===== config.mk =====
export PLATFORM = sky130hd
export DESIGN_NAME = spi_regfile_slave_flat
export DESIGN_NICKNAME = d
export VERILOG_FILES = /design/src/rtl/spi_regfile_slave_if.sv /design/src/rtl/spi_regfile_slave.sv /design/src/flat_wrapper.sv
export SDC_FILE = /design/constraint.sdc
export NUM_CORES = 1
export LEC_CHECK = 0
export ABC_AREA = 1
export ABC_CLOCK_PERIOD_IN_PS = 1500
export BUFFER_PORTS_ARGS = -buffer_cell sky130_fd_sc_hd__buf_2
export CORE_MARGIN = 2
export CORE_UTILIZATION = 40
export CTS_BUF_LIST = sky130_fd_sc_hd__clkbuf_4 sky130_fd_sc_hd__clkbuf_8
export DETAILED_ROUTE_END_ITERATION = 12
export GPL_TIMING_DRIVEN = 0
export PLACE_DENSITY_LB_ADDON = 0.3
export REMOVE_ABC_BUFFERS = 1
export SKIP_LAST_GASP = 1
export SLEW_MARGIN = 10
export SYNTH_ARGS = -nofsm -noshare
export SYNTH_HDL_FRONTEND = slang
export SYNTH_SLANG_ARGS = --single-unit

===== constraint.sdc =====
create_clock -name clk -period 1.5 [get_ports clk]
set_input_delay 0.15 -clock clk [delete_from_list [all_inputs] [get_ports clk]]
set_output_delay 0.15 -clock clk [all_outputs]
set_load 0.02 [all_outputs]

===== src/rtl/spi_regfile_slave_if.sv =====
// SPI pin bundle between the MCU master and the register-file slave.
interface spi_regfile_slave_if;
    logic sclk;
    logic mosi;
    logic cs;
    logic miso;

    modport master (output sclk, output mosi, output cs, input miso);
    modport slave  (input sclk, input mosi, input cs, output miso);
endinterface


===== src/rtl/spi_regfile_slave.sv =====
// Oversampled SPI slave (mode 0, MSB first) writing/reading a bank of N_REG registers.
// Define SPI_AUTOINC_EN to keep streaming words with an auto-incrementing address.
//
// state | meaning
// IDLE  | waiting for cs to fall
// CMD   | shifting in the 8-bit command (bit7 write, bits 6:0 address)
// DATA  | shifting data in on sclk rise, read data out on sclk fall
// DONE  | frame complete; ignore sclk until cs rises
module spi_regfile_slave #(
    parameter int              Nbit     = 8,
    parameter int              N_REG    = 4,
    parameter int              BASE_ADR = 1,
    parameter logic [Nbit-1:0] RST_VAL  = '1
) (
    input  logic                  clk,
    input  logic                  rst,
    spi_regfile_slave_if.slave    spi,
    output logic [N_REG*Nbit-1:0] out,
    output logic [N_REG-1:0]      wr_stb
);

    typedef enum logic [1:0] {IDLE, CMD, DATA, DONE} state_t;

    state_t                       state_q, state_d;
    logic [2:0]                   sclk_sync_q, sclk_sync_d;
    logic [2:0]                   cs_sync_q, cs_sync_d;
    logic [1:0]                   mosi_sync_q, mosi_sync_d;
    logic [4:0]                   bit_cnt_q, bit_cnt_d;
    logic [6:0]                   cmd_sr_q, cmd_sr_d;
    logic                         wr_q, wr_d;
    logic [6:0]                   adr_q, adr_d;
    logic [Nbit-1:0]              rx_sr_q, rx_sr_d;
    logic [Nbit-1:0]              tx_sr_q, tx_sr_d;
    logic [N_REG-1:0][Nbit-1:0]   reg_q, reg_d;
    logic [N_REG-1:0]             wr_stb_q, wr_stb_d;
    logic                         miso_q, miso_d;

    logic                         sclk_rise, sclk_fall, cs_hi, cs_fall, mosi_s;
    logic [7:0]                   cmd_next;
    logic [Nbit-1:0]              rx_next;

    function automatic logic adr_hit(input logic [6:0] a);
        return (int'(a) >= BASE_ADR) && (int'(a) < BASE_ADR + N_REG);
    endfunction

    function automatic logic [Nbit-1:0] reg_rd(input logic [6:0] a,
                                               input logic [N_REG-1:0][Nbit-1:0] r);
        logic [Nbit-1:0] v;
        v = '0;
        for (int i = 0; i < N_REG; i++)
            if (int'(a) == BASE_ADR + i) v = r[i];
        return v;
    endfunction

    // Edge events come from stages 2/3 so mosi (stage 2) lines up with the sclk rise.
    assign sclk_rise = sclk_sync_q[1] & ~sclk_sync_q[2];
    assign sclk_fall = ~sclk_sync_q[1] & sclk_sync_q[2];
    assign cs_hi     = cs_sync_q[1];
    assign cs_fall   = ~cs_sync_q[1] & cs_sync_q[2];
    assign mosi_s    = mosi_sync_q[1];

    always_comb begin
        sclk_sync_d = {sclk_sync_q[1:0], spi.sclk};
        cs_sync_d   = {cs_sync_q[1:0], spi.cs};
        mosi_sync_d = {mosi_sync_q[0], spi.mosi};
        state_d     = state_q;
        bit_cnt_d   = bit_cnt_q;
        cmd_sr_d    = cmd_sr_q;
        wr_d        = wr_q;
        adr_d       = adr_q;
        rx_sr_d     = rx_sr_q;
        tx_sr_d     = tx_sr_q;
        reg_d       = reg_q;
        wr_stb_d    = '0;
        miso_d      = miso_q;
        cmd_next    = {cmd_sr_q, mosi_s};
        rx_next     = rx_sr_q << 1;
        rx_next[0]  = mosi_s;

        if (cs_hi) begin
            state_d   = IDLE;
            bit_cnt_d = '0;
            miso_d    = 1'b0;
        end else begin
            case (state_q)
                IDLE: begin
                    miso_d = 1'b0;
                    if (cs_fall) begin
                        state_d   = CMD;
                        bit_cnt_d = '0;
                    end
                end
                CMD: begin
                    miso_d = 1'b0;
                    if (sclk_rise) begin
                        cmd_sr_d = cmd_next[6:0];
                        if (bit_cnt_q == 5'd7) begin
                            wr_d      = cmd_next[7];
                            adr_d     = cmd_next[6:0];
                            bit_cnt_d = '0;
                            state_d   = DATA;
                            tx_sr_d   = (!cmd_next[7] && adr_hit(cmd_next[6:0]))
                                        ? reg_rd(cmd_next[6:0], reg_q) : '0;
                        end else begin
                            bit_cnt_d = bit_cnt_q + 5'd1;
                        end
                    end
                end
                DATA: begin
                    if (sclk_fall) begin
                        miso_d  = tx_sr_q[Nbit-1];
                        tx_sr_d = tx_sr_q << 1;
                    end
                    if (sclk_rise) begin
                        rx_sr_d = rx_next;
                        if (bit_cnt_q == 5'(Nbit-1)) begin
                            bit_cnt_d = '0;
                            if (wr_q && adr_hit(adr_q)) begin
                                for (int i = 0; i < N_REG; i++) begin
                                    if (int'(adr_q) == BASE_ADR + i) begin
                                        reg_d[i]    = rx_next;
                                        wr_stb_d[i] = 1'b1;
                                    end
                                end
                            end
`ifdef SPI_AUTOINC_EN
                            adr_d = adr_q + 7'd1;
                            if (!wr_q)
                                tx_sr_d = adr_hit(adr_q + 7'd1)
                                          ? reg_rd(adr_q + 7'd1, reg_q) : '0;
`else
                            state_d = DONE;
`endif
                        end else begin
                            bit_cnt_d = bit_cnt_q + 5'd1;
                        end
                    end
                end
                DONE:    miso_d  = 1'b0;
                default: state_d = IDLE;
            endcase
        end
    end

    always_ff @(posedge clk) begin
        if (rst) begin
            state_q     <= IDLE;
            sclk_sync_q <= '0;
            cs_sync_q   <= '1;
            mosi_sync_q <= '0;
            bit_cnt_q   <= '0;
            cmd_sr_q    <= '0;
            wr_q        <= 1'b0;
            adr_q       <= '0;
            rx_sr_q     <= '0;
            tx_sr_q     <= '0;
            reg_q       <= {N_REG{RST_VAL}};
            wr_stb_q    <= '0;
            miso_q      <= 1'b0;
        end else begin
            state_q     <= state_d;
            sclk_sync_q <= sclk_sync_d;
            cs_sync_q   <= cs_sync_d;
            mosi_sync_q <= mosi_sync_d;
            bit_cnt_q   <= bit_cnt_d;
            cmd_sr_q    <= cmd_sr_d;
            wr_q        <= wr_d;
            adr_q       <= adr_d;
            rx_sr_q     <= rx_sr_d;
            tx_sr_q     <= tx_sr_d;
            reg_q       <= reg_d;
            wr_stb_q    <= wr_stb_d;
            miso_q      <= miso_d;
        end
    end

    assign out      = reg_q;
    assign wr_stb   = wr_stb_q;
    assign spi.miso = miso_q;

endmodule


===== src/flat_wrapper.sv =====
// flat-port wrapper written by rule: the top's interface ports become plain ports
module spi_regfile_slave_flat 
#(
    parameter int              Nbit     = 8,
    parameter int              N_REG    = 4,
    parameter int              BASE_ADR = 1,
    parameter logic [Nbit-1:0] RST_VAL  = '1
)
  (clk, rst, out, wr_stb, spi_sclk, spi_mosi, spi_cs, spi_miso);
  spi_regfile_slave_if spi_i ();
  input  logic clk;
  input  logic rst;
  output logic [N_REG*Nbit-1:0] out;
  output logic [N_REG-1:0] wr_stb;
  input wire logic [$bits(spi_i.sclk)-1:0] spi_sclk;
  input wire logic [$bits(spi_i.mosi)-1:0] spi_mosi;
  input wire logic [$bits(spi_i.cs)-1:0] spi_cs;
  output wire logic [$bits(spi_i.miso)-1:0] spi_miso;
  assign spi_i.sclk = spi_sclk;
  assign spi_i.mosi = spi_mosi;
  assign spi_i.cs = spi_cs;
  assign spi_miso = spi_i.miso;
  spi_regfile_slave #(.Nbit(Nbit), .N_REG(N_REG), .BASE_ADR(BASE_ADR), .RST_VAL(RST_VAL)) u_core (.clk(clk), .rst(rst), .spi(spi_i), .out(out), .wr_stb(wr_stb));
endmodule

; ---- Word level (Yosys, flattened, before mapping)
; Cells that the tools add are included.
[word_totals]
regBits = 82
word_cells = 98
output_inout_bits = 37
[op_classes]
n_eq_ne = 19
n_reduce_logical = 23
n_addsub = 1
muxes = 25
n_lt_le_gt_ge = 4
bitwise_logic = 10
[op_table]
columns = op, n
row1 = 8-bit 2-to-1 mux, 8
row2 = 6-bit AND reduction, 5
row3 = 7-bit by 3-bit equality test with 1-bit output (second input constant), 4
row4 = 8-bit one-hot mux with 2 select lines, 1
row5 = 5-bit 2-to-1 mux, 3
row6 = 7-bit by 2-bit equality test with 1-bit output (second input constant), 2
row7 = 7-bit by 4-bit equality test with 1-bit output (second input constant), 2
row8 = 7-bit by 1-bit greater-or-equal comparator with 1-bit output (second input constant), 2
row9 = 7-bit by 3-bit < comparator with 1-bit output (second input constant), 2
row10 = 2-bit by 1-bit inequality test with 1-bit output (second input constant), 7
row11 = 2-bit 2-to-1 mux, 5
row12 = 5-bit one-hot mux with 2 select lines, 1
row13 = 3-bit AND reduction, 3
row14 = 1-bit NOT, 7
row15 = 2-bit one-hot mux with 3 select lines, 1
row16 = 6-bit OR reduction, 1
row17 = 5-bit by 1-bit adder with 5-bit output (second input constant), 1
row18 = 5-bit by 3-bit equality test with 1-bit output (second input constant), 1
row19 = 1-bit 2-to-1 mux, 5
row20 = 5-bit AND reduction, 1
row21 = 2-bit equality test (second input constant), 2
row22 = 1-bit logical AND, 4
row23 = 4-bit AND reduction, 1
row24 = 2-bit nonzero test, 2
row25 = other kinds (8), 11

; ---- Longest topological paths before layout
[logic_depth]
depth_word = 9
depth_mapped = 10
depth_no_buf = 9

; ---- Least setup slack after synthesis
; Ideal clock, no wire load.
[synth_path]
kind = reg2reg
start = register u_core.state_q[0]
end = register u_core.tx_sr_q[1]
stages_incl_launch_ff = 10
setup_ns = 0.122
t_arrival_ns = 1.570
n_path_buf = 2
slack_ns = -0.192
path_cell_list = dfxtp_1 -> inv_1 -> ha_1 -> clkbuf_1 -> nand2_1 -> nor2_1 -> nand2_1 -> buf_4 -> a21oi_1 -> a21oi_1
[synth_via]
elab_chain_cells = 3
word_cells_on_any_way = 8
[synth_rtl]
columns = item, line
row1 = start: declaration, spi_regfile_slave.sv:24  ; state_t state_q, state_d;
row2 = start signal: assignment, spi_regfile_slave.sv:161  ; state_q <= state_d;
row3 = 2-bit by 1-bit equality test with 1-bit output / 2-bit equality test (equally long branches), spi_regfile_slave.sv:85  ; case (state_q)
row4 = 2-bit by 1-bit inequality test with 1-bit output (no source line) / 2-bit nonzero test (equally long branches), --
row5 = 5-bit AND reduction (no source line), --
row6 = end signal: assignment, spi_regfile_slave.sv:170  ; tx_sr_q <= tx_sr_d;
row7 = end: declaration, spi_regfile_slave.sv:33  ; logic [Nbit-1:0] tx_sr_q, tx_sr_d;
; Parallel ways exist; a longest one is shown, timed or not.
; A chain may end at the register's enable or synchronous reset.

; ---- Final worst setup path
[layout_path]
start = register u_core.bit_cnt_q[2]
end = register u_core.reg_q (netlist bit u_core.out[15])
[layout_via]
elab_chain_cells = 2
[layout_rtl]
columns = item, line
row1 = start: declaration, spi_regfile_slave.sv:28  ; logic [4:0] bit_cnt_q, bit_cnt_d;
row2 = start signal: assignment, spi_regfile_slave.sv:165  ; bit_cnt_q <= bit_cnt_d;
row3 = 5-bit by 3-bit equality test with 1-bit output, spi_regfile_slave.sv:116  ; if (bit_cnt_q == 5'(Nbit-1)) begin
row4 = 6-bit AND reduction (no source line), --
row5 = end signal: assignment, spi_regfile_slave.sv:157  ; reg_q <= {N_REG{RST_VAL}};
row6 = end signal: assignment, spi_regfile_slave.sv:171  ; reg_q <= reg_d;
row7 = end: declaration, spi_regfile_slave.sv:34  ; logic [N_REG-1:0][Nbit-1:0] reg_q, reg_d;
; No other way between the ends.

==> summary.md <==
| Metric | Value |
|---|---|
| Hold WC Path Type | in2reg |
| Result of the run | complete, but fails checks |
| Effective utilization at floorplan | 41.4% |
| Setup slack at placement | -1.17 ns |
| Distinct cells, synth | 29 |
| Final Util | a little under three fifths |
| Average routed wire per standard cell | ~15 microns |
| Critical path startpoint category | flop |
| Crit-path leading delay family | simple AND/OR/NAND/NOR gates |
| Average cell area after synthesis | between 7 and 8 sq um |
| Master of the slowest instance on the critical path | sky130_fd_sc_hd__dfxtp_1 |
| Count of final setup violators | 54 |
| Actual slew at the worst max-slew pin | 0.434 ns |
| Top library cells by usage in the layout, fill and taps aside | 112 x sky130_fd_sc_hd__nand2_1, 77 x sky130_fd_sc_hd__dfxtp_1, 44 x sky130_fd_sc_hd__nand3_1 |
| Maximum number of pins on one net before global-route repair | 53 |
| RSZ-0062 raised after global routing | yes |
| Synthesis Warnings | 0 |
| Number of synthesized flops with an enable pin | 0 |
| Post-synthesis async set-or-reset flop share | 0% |
| Routability congestion estimate from global placement | 0.787 |
| Area of the core | roughly 0.009 sq mm |
| Violated checks | setup timing |
| Clock sinks | just over 80 |
| Maximum level of the CTS H-tree | 3 |
| Setup CP Type | reg2reg |
| Final slew viol count | 0 |
| Synth-to-layout area growth | 35.9% |
| Wire length of the first global-routing pass | 16400 microns |
| Largest buffer count on any clock path | 2 |
| Root buffer cell | sky130_fd_sc_hd__clkbuf_8 |
| Peak per-stage delay on the critical path | 0.44 ns |
| Number of iterations in the first detailed-routing pass | 5 |
| Skew-Pair Late Insertion Delay | about 0.35 ns |
| Static leakage power | roughly 2.1 nW |
| Net total in the final layout | a little under 600 |
| Number of global-route vias before repair | 3284 |
| Average vias per placed instance | 5.22 |
| Area of the mapped netlist | roughly 0.0036 sq mm |
| Clock buffer count from CTS | 9 |
| Total global-route track usage | 20.9% |
| TritonCTS clock tree | done |
| Antenna violations before repair | 0 |
| Flop and latch count out of synthesis | 82 |
| Least setup slack across all paths after layout | -0.201 ns |
| Total power per unit cell area | ~800 mW/mm^2 |
| Post-layout min period | roughly 1.7 ns |
| Worst Hold Margin | approximately 0.16 ns |
| Count of final hold-check violations | 0 |
| Area of the die | between 0.009 and 0.01 sq mm |
| Layout cells sized above 1 | about a third |
| Clock-pin slew reported for the worst setup and hold paths after clock tree synthesis | 0.08 ns |
| Hpwl dp | approximately 6300 microns |
| Iteration-0 DRC Markers | 201 |
| Synthesized instance count | about 500 |
| Final critical-path share of the clock period | 113% |
| Total I/O pin count | 42 |
| Most frequent standard cell in the layout excluding fill and tap cells | sky130_fd_sc_hd__nand2_1 |
| CP Data Required Time | between 1.5 and 2 ns |
| Critical Path End Type | flop |
| Total congestion overflow after global routing | 0 |
| Worst-path cell chain | inv_2 -> nor2_2 -> nand2_4 -> nor3_4 -> buf_6 -> nand3b_4 -> nand2_1 -> nand3_1 |
| Setup TNS | -7.08 ns |
| VDD IR-drop max | about 360 uV |
| WL final | 10300 microns |
| Signal arrival time at the worst endpoint | between 1.5 and 2 ns |
| Ys flop type | sky130_fd_sc_hd__dfxtp_1 |
| Die width | slightly below 100 microns |
| Clock Skew | 0.00950 ns |
| Row cnt | 34 |
| Slew Limit Headroom | 71.0% |
| Remaining routing DRC violations | 0 |
| Die height | roughly 99 microns |
| Port bufs | roughly 40 |
| Sequential share of the synthesized area | 45.3% |
| Residual antenna-violating net count after detailed routing | 0 |
| Max-cap violations | 0 |
| Critical path fanouts, max | 8 |
| Via count of the routed design | about 3600 |
| Timing-limited maximum frequency | between 500 and 600 MHz |
| Critical path buffers and inverters | 2 |
| Antenna diode instance count | 0 |
[routing by layer]
metal / vias up / global-route usage, % / part of all wire (%)
met2: 79 / 35.4 / 51
li1: 1796 / - / -
met4: 0 / 7.59 / 1.2
met1: 1735 / 27.5 / 45
met3: 8 / 2.67 / 3.3
met5: - / 0 / 0
[area by class of cell]
type                       count  area, sq um
clock buffer                   9          124
clock inverter                 7         93.8
fill                         793         3830
inverter                      45          184
multi-input combinational    358         2140
sequential                    82         1650
tap                          108          135
timing repair buffer          83          592
timing repair inverter         1         7.51
[cells by family after synthesis]
family / Yosys count / synth area share, %
buffers and inverters: 61 / 6.66
XOR/XNOR: 3 / 0.725
AND/OR/NAND/NOR: 272 / 34.5
adder cells (fa/ha/maj): 7 / 2.41
flip-flops: 82 / 45.3
AO/OA/AOI/OAI: 74 / 10.4
[worst paths after layout]
| kind | start | endpoint | slack (ns) | depth (start not counted) |
|---|---|---|---|---|
| setup / recovery | u_core.bit_cnt_q[2] | u_core.out[15] | -0.20 | 8 |
| hold / removal | rst | u_core.sclk_sync_q[0] | 0.16 | 2 |
| hold reg to reg | u_core.mosi_sync_q[0] | u_core.mosi_sync_q[1] | 0.40 | 2 |
| setup reg to reg | u_core.bit_cnt_q[2] | u_core.out[15] | -0.20 | 8 |
[through the flow]
step / cells / area (sq um) / total power [W]
after floorplan: 483 / 3550 / 0.00230
after global placement: 632 / 3890 / 0.00234
after detailed placement: 633 / 3920 / 0.00235
after CTS: 681 / 4660 / 0.00409
after global routing: 693 / 4930 / 0.00421
final: 693 / 4930 / 0.00406
[Yosys cell counts (3+ instances only)]
| cell | number | area share [%] |
|---|---|---|
| sky130_fd_sc_hd__nand2_1 | 127 | 13 |
| sky130_fd_sc_hd__dfxtp_1 | 82 | 45 |
| sky130_fd_sc_hd__nor2_1 | 54 | 5.6 |
| sky130_fd_sc_hd__nand3_1 | 49 | 6.8 |
| sky130_fd_sc_hd__inv_1 | 43 | 4.4 |
| sky130_fd_sc_hd__a21oi_1 | 39 | 5.4 |
| sky130_fd_sc_hd__o21ai_0 | 32 | 4.4 |
| sky130_fd_sc_hd__nand4_1 | 17 | 2.9 |
| sky130_fd_sc_hd__clkbuf_1 | 9 | 0.93 |
| sky130_fd_sc_hd__ha_1 | 7 | 2.4 |
| sky130_fd_sc_hd__nor3_1 | 6 | 0.83 |
| sky130_fd_sc_hd__buf_2 | 4 | 0.55 |
| sky130_fd_sc_hd__nand3b_1 | 3 | 0.62 |
| sky130_fd_sc_hd__nor2_2 | 3 | 0.52 |
| sky130_fd_sc_hd__or2_2 | 3 | 0.52 |
[sequential cells by signal, summed over array words and instances (netlist names)]
name,flops
u_core.adr_q,7
u_core.bit_cnt_q,5
u_core.cmd_sr_q,7
u_core.cs_sync_q,3
u_core.mosi_sync_q,2
u_core.out,32
u_core.rx_sr_q,7
u_core.sclk_sync_q,3
u_core.spi.miso,1
u_core.state_q,2
u_core.tx_sr_q,8
u_core.wr_q,1
u_core.wr_stb,4
[what timing repair did]
item | 4_1_cts | 5_1_grt
pin swaps | 32 | 15
gates resized for setup | 68 | 51
setup endpoints to repair | 74 | 61
endpoints found under the hold margin | 3 | 0
setup buffers | 26 | 12
hold buffers | 3 | 0
gates cloned | 3 | 0
[where the power goes]
part	switching [W]	internal, W	leakage (nW)
clock network	0.000803	0.000933	0.105
registers	0.00000811	0.00218	0.666
logic	0.0000887	0.0000475	1.36
total	0.000900	0.00316	2.13
[worst register-to-register path: cells and delay by family, from the launching register on]
family | cells | cell delay (ns)
simple gates | 6 | 0.90
flops | 1 | 0.44
buf+inv | 2 | 0.25
(Power assumes the default switching activity.)
